### config.mk
export PLATFORM = sky130hd
export DESIGN_NAME = lfsr_seq_ctrl
export DESIGN_NICKNAME = d
export VERILOG_FILES = /design/src/rtl/lfsr_seq_ctrl.sv
export SDC_FILE = /design/constraint.sdc
export NUM_CORES = 1
export LEC_CHECK = 0
export ABC_AREA = 1
export ABC_CLOCK_PERIOD_IN_PS = 2100
export CORE_MARGIN = 10
export CORE_UTILIZATION = 47
export DETAILED_ROUTE_END_ITERATION = 16
export HOLD_SLACK_MARGIN = 0.15
export PLACE_DENSITY = 0.82
export SYNTH_ARGS = -nofsm -noshare
export SYNTH_HDL_FRONTEND = slang
export SYNTH_SLANG_ARGS = --single-unit
### constraint.sdc
create_clock -name clk -period 2.1 [get_ports clk]
set_input_delay 0.42 -clock clk [delete_from_list [all_inputs] [get_ports clk]]
set_output_delay 0.42 -clock clk [all_outputs]
set_load 0.01 [all_outputs]
### src/rtl/lfsr_seq_ctrl.sv
// Sequencing controller around a WIDTH-bit Galois LFSR: seed load, counted word streaming over valid/ready.
// Optional period measurement is built when LFSR_PERIOD_CHECK_EN is defined.
//
// state   | meaning
// --------+---------------------------------------------------------------
// IDLE    | waiting for seed_load / start; LFSR holds its value
// RUN     | out_valid high; LFSR steps and words_left drops per accepted word
// DONE    | single-cycle completion pulse (done=1, busy=1), then IDLE
module lfsr_seq_ctrl #(
   parameter int unsigned      WIDTH     = 5,
   parameter logic [WIDTH-1:0] TAPS      = 5'b00100,
   parameter int unsigned      CNT_W     = 8,
   parameter logic [WIDTH-1:0] RST_STATE = {WIDTH{1'b1}}
) (
   input  logic             clk,
   input  logic             rst,
   input  logic             seed_load,
   input  logic [WIDTH-1:0] seed,
   input  logic             start,
   input  logic [CNT_W-1:0] count,
   input  logic             abort,
   output logic             out_valid,
   input  logic             out_ready,
   output logic [WIDTH-1:0] out_data,
   output logic             busy,
   output logic             done,
   output logic [CNT_W-1:0] words_left,
   output logic             seed_fixed,
   output logic [WIDTH:0]   period_len,
   output logic             period_ok
);

   typedef enum logic [1:0] {
      ST_IDLE = 2'd0,
      ST_RUN  = 2'd1,
      ST_DONE = 2'd2
   } state_t;

   state_t           state;
   logic [WIDTH-1:0] lfsr_q;
   logic [WIDTH-1:0] lfsr_next;
   logic [WIDTH-1:0] seed_eff;
   logic             seed_is_zero;
   logic             step_en;
   logic             load_en;

   always_comb begin
      lfsr_next    = '0;
      lfsr_next[0] = lfsr_q[WIDTH-1];
      for (int i = 1; i < int'(WIDTH); i++) begin
         lfsr_next[i] = lfsr_q[i-1] ^ (TAPS[i] & lfsr_q[WIDTH-1]);
      end
   end

   // A zero seed would lock the LFSR; substitute 1 and flag it.
   assign seed_is_zero = (seed == '0);
   assign seed_eff     = seed_is_zero ? WIDTH'(1) : seed;

   // abort wins over a same-cycle handshake, so it suppresses the step.
   assign step_en  = (state == ST_RUN) && !abort && out_ready;
   assign load_en  = (state == ST_IDLE) && seed_load;
   assign out_data = lfsr_q;

   always_ff @(posedge clk) begin
      if (rst) begin
         state      <= ST_IDLE;
         lfsr_q     <= RST_STATE;
         out_valid  <= 1'b0;
         busy       <= 1'b0;
         done       <= 1'b0;
         words_left <= '0;
         seed_fixed <= 1'b0;
      end else begin
         done <= 1'b0;
         case (state)
            ST_IDLE: begin
               if (load_en) begin
                  lfsr_q     <= seed_eff;
                  seed_fixed <= seed_is_zero;
               end
               if (start) begin
                  words_left <= count;
                  busy       <= 1'b1;
                  if (count == '0) begin
                     state <= ST_DONE;
                     done  <= 1'b1;
                  end else begin
                     state     <= ST_RUN;
                     out_valid <= 1'b1;
                  end
               end
            end
            ST_RUN: begin
               if (abort) begin
                  state      <= ST_IDLE;
                  out_valid  <= 1'b0;
                  busy       <= 1'b0;
                  words_left <= '0;
               end else if (step_en) begin
                  lfsr_q     <= lfsr_next;
                  words_left <= words_left - CNT_W'(1);
                  if (words_left == CNT_W'(1)) begin
                     state     <= ST_DONE;
                     out_valid <= 1'b0;
                     done      <= 1'b1;
                  end
               end
            end
            ST_DONE: begin
               state <= ST_IDLE;
               busy  <= 1'b0;
            end
            default: begin
               state     <= ST_IDLE;
               out_valid <= 1'b0;
               busy      <= 1'b0;
            end
         endcase
      end
   end

`ifdef LFSR_PERIOD_CHECK_EN
   localparam logic [WIDTH:0] FULL_PERIOD = {1'b0, {WIDTH{1'b1}}};

   logic [WIDTH-1:0] origin;
   logic [WIDTH:0]   period_cnt;
   logic [WIDTH:0]   cnt_inc;

   assign cnt_inc = period_cnt + {{WIDTH{1'b0}}, 1'b1};

   // Counts steps since the last reset/seed load; a return to origin closes a measurement.
   always_ff @(posedge clk) begin
      if (rst) begin
         origin     <= RST_STATE;
         period_cnt <= '0;
         period_len <= '0;
         period_ok  <= 1'b0;
      end else if (load_en) begin
         origin     <= seed_eff;
         period_cnt <= '0;
         period_len <= '0;
         period_ok  <= 1'b0;
      end else if (step_en) begin
         if (lfsr_next == origin) begin
            period_len <= cnt_inc;
            period_ok  <= (cnt_inc == FULL_PERIOD);
            period_cnt <= '0;
         end else begin
            period_cnt <= cnt_inc;
         end
      end
   end
`else
   assign period_len = '0;
   assign period_ok  = 1'b0;
`endif

endmodule

==> flow_summary.json <==
{
  "core.rowCount": 18,
  "instances_no_fill": 243,
  "die_h_um": 69.9,
  "hold_viol": 0,
  "fin_util": 0.632,
  "fillCellCount": 238,
  "grt_max_degree": 14,
  "path_class": "reg -> out",
  "synthTopCellsByArea": "dfxtp_1, nand2_1, a21oi_1, nor2_1, inv_1",
  "nets": 235,
  "antenna_left": 0,
  "finalPower_mw": 1.19,
  "holdWs_ns": 0.476,
  "max_freq_ghz": 0.584,
  "synthCells": 177,
  "crit_fanout": 5,
  "finalCriticalPeriod_ns": 1.71,
  "yosysUniqueCellTypes": 26,
  "drtIter0Drc": 110,
  "grt-ovfl-total": 0,
  "first_pass_iters": 4,
  "boundaryPins": 43,
  "crit_family": "buffers and inverters",
  "viasPerCell": 5.19,
  "cp.buffers_inverters": 1,
  "postLayoutCellArea_sq_um": 1540,
  "slowest_stage": "clkdlybuf4s50_1",
  "worstSetupEndpointType": "primary output",
  "synth-main-ff-cell": "dfxtp_1",
  "ys_ff_latch": 19,
  "worst_slack_ns": 0.389,
  "ir_worst_vdd_mv": 0.539,
  "ys_warn_count": 0,
  "cts.path.max_buffers": 2,
  "core_region_area_sq_um": 2430,
  "die_x_um": 69.9,
  "drc": 0,
  "die-area_sq_um": 4880,
  "setup_viol": 0,
  "placed_cells": 239,
  "cts_buffers": 3,
  "place_worst_setup_slack_ns": 0.246,
  "worstPathArrival_ns": 1.29,
  "cts_tree": "yes",
  "powerDensity_nw_per_um2": 776,
  "yosysTopAreaCellShare": 0.325,
  "yosysSeqAreaShare": 0.325,
  "vias": 1261,
  "holdCritPathClass": "reg -> reg",
  "synth.top_cells.by_count": "nand2_1, a21oi_1, dfxtp_1, nor2_1, inv_1",
  "cap_violations": 0,
  "wl_per_cell_um": 14.1,
  "insertion_delay_ns": 0.29,
  "clock-sinks": 19,
  "gp_congestion": 0.909,
  "drt_wl_total_um": 3430,
  "synthArstFlopShare": 0,
  "worstSetupStartpointType": "flip-flop",
  "netlist_area_sq_um": 1170,
  "antenna_found_initial": 0,
  "syn_avg_cell_area_sq_um": 6.60,
  "grt_pass1_wl_um": 5820,
  "rsz0062_at_grt": "false",
  "yosysTopAreaCell": "dfxtp_1",
  "grt_pass1_vias": 1272,
  "synth-edff-count": 0,
  "cp_slowest_stage_delay_ns": 0.58,
  "cp_cell_sequence": "clkdlybuf4s50_1",
  "root_buffer": "clkbuf_4",
  "clk_pin_slew_worst_paths_ns": 0.11,
  "io_buffers": 35,
  "setup_tns_ns": 0,
  "post_cts_resized": 0,
  "power.leakage_nw": 0.686,
  "skew_ns": 0.00206,
  "diodes": 0,
  "period_share": 0.815,
  "h-tree-depth": 1,
  "synthMostInstantiatedCell": "nand2_1",
  "dpl.hpwl_um": 2760,
  "syn_to_final_growth_pct": 31.5,
  "cp.required_ns": 1.68,
  "start_util": 0.480,
  "cts_hold_buf": 0,
  "status": "complete, no violations",
  "track_usage": 0.137,
  "postCtsSetupBuffers": 0,
  "drive_above_1_share": 0.0798,
  "placed_area_sq_um": 1510,
  "slew_viol_final": 0
}
## final timing paths
kind,from,slack [ns],endpoint,cells past startpoint
worst max-delay path,words_left[3],0.39,words_left[3],1
worst min-delay path,out_valid,0.48,out_valid,2
worst max register to register,state[1],0.47,words_left[6],8
worst min register to register,out_valid,0.48,out_valid,2
## flip-flops by register name (all words and copies together), names as in the netlist
signal and flops:
busy 1, done 1, out_data 5, out_valid 1, seed_fixed 1, state 2, words_left 8
## cell type report
class / count / area [sq um] / share of cell area
clock buffers: 4 / 26.3 / 0.0171
inverters: 20 / 75.1 / 0.0489
repair buffers: 36 / 358 / 0.233
multi-input cells: 134 / 659 / 0.429
well taps: 30 / 37.5 / 0.0244
flip-flops and latches: 19 / 380 / 0.248
## where the power goes
group          leakage, nW  switching (mW)  total, mW  internal [mW]
clock network       0.0150           0.111      0.184         0.0737
logic                0.513           0.302      0.533          0.232
registers            0.157          0.0566      0.474          0.417
## metal layers
layer | GRT usage | vias to the layer above | wire [um] | share of wire
met3 | 0.0508 | 6 | 349 | 0.10
li1 | - | 635 | - | -
met5 | 0 | - | 0 | 0
met4 | 0.0417 | 0 | 52 | 0.015
met2 | 0.229 | 49 | 1600 | 0.47
met1 | 0.157 | 571 | 1420 | 0.41
## kinds of logic after synthesis
logic type / Yosys count / synth area share
and+or+nand+nor: 82 / 0.314
buffers and inverters: 30 / 0.130
adders and majority gates: 2 / 0.0214
DFF: 19 / 0.325
AOI/OAI and AO/OA: 42 / 0.199
other: 1 / 0.00321
xor gates and xnor gates: 1 / 0.00750
## placed cells by master (no fill, tap or decap), drive strengths merged
master         synthesis  final
a211oi                 1      1
a21oi                 21     21
buf                   10      1
clkbuf                 0      4
clkdlybuf4s50          0     35
conb                   1      7
dfxtp                 19     19
ha                     2      2
inv                   20     20
nand2                 44     44
nand3                 12     12
nand4                  1      1
nor2                  22     22
nor3                   1      1
o211ai                 5      5
o21a                   1      1
o21ai                 14     14
or2                    2      2
xnor2                  1      1
No activity file was read; power rests on OpenSTA's default activity.
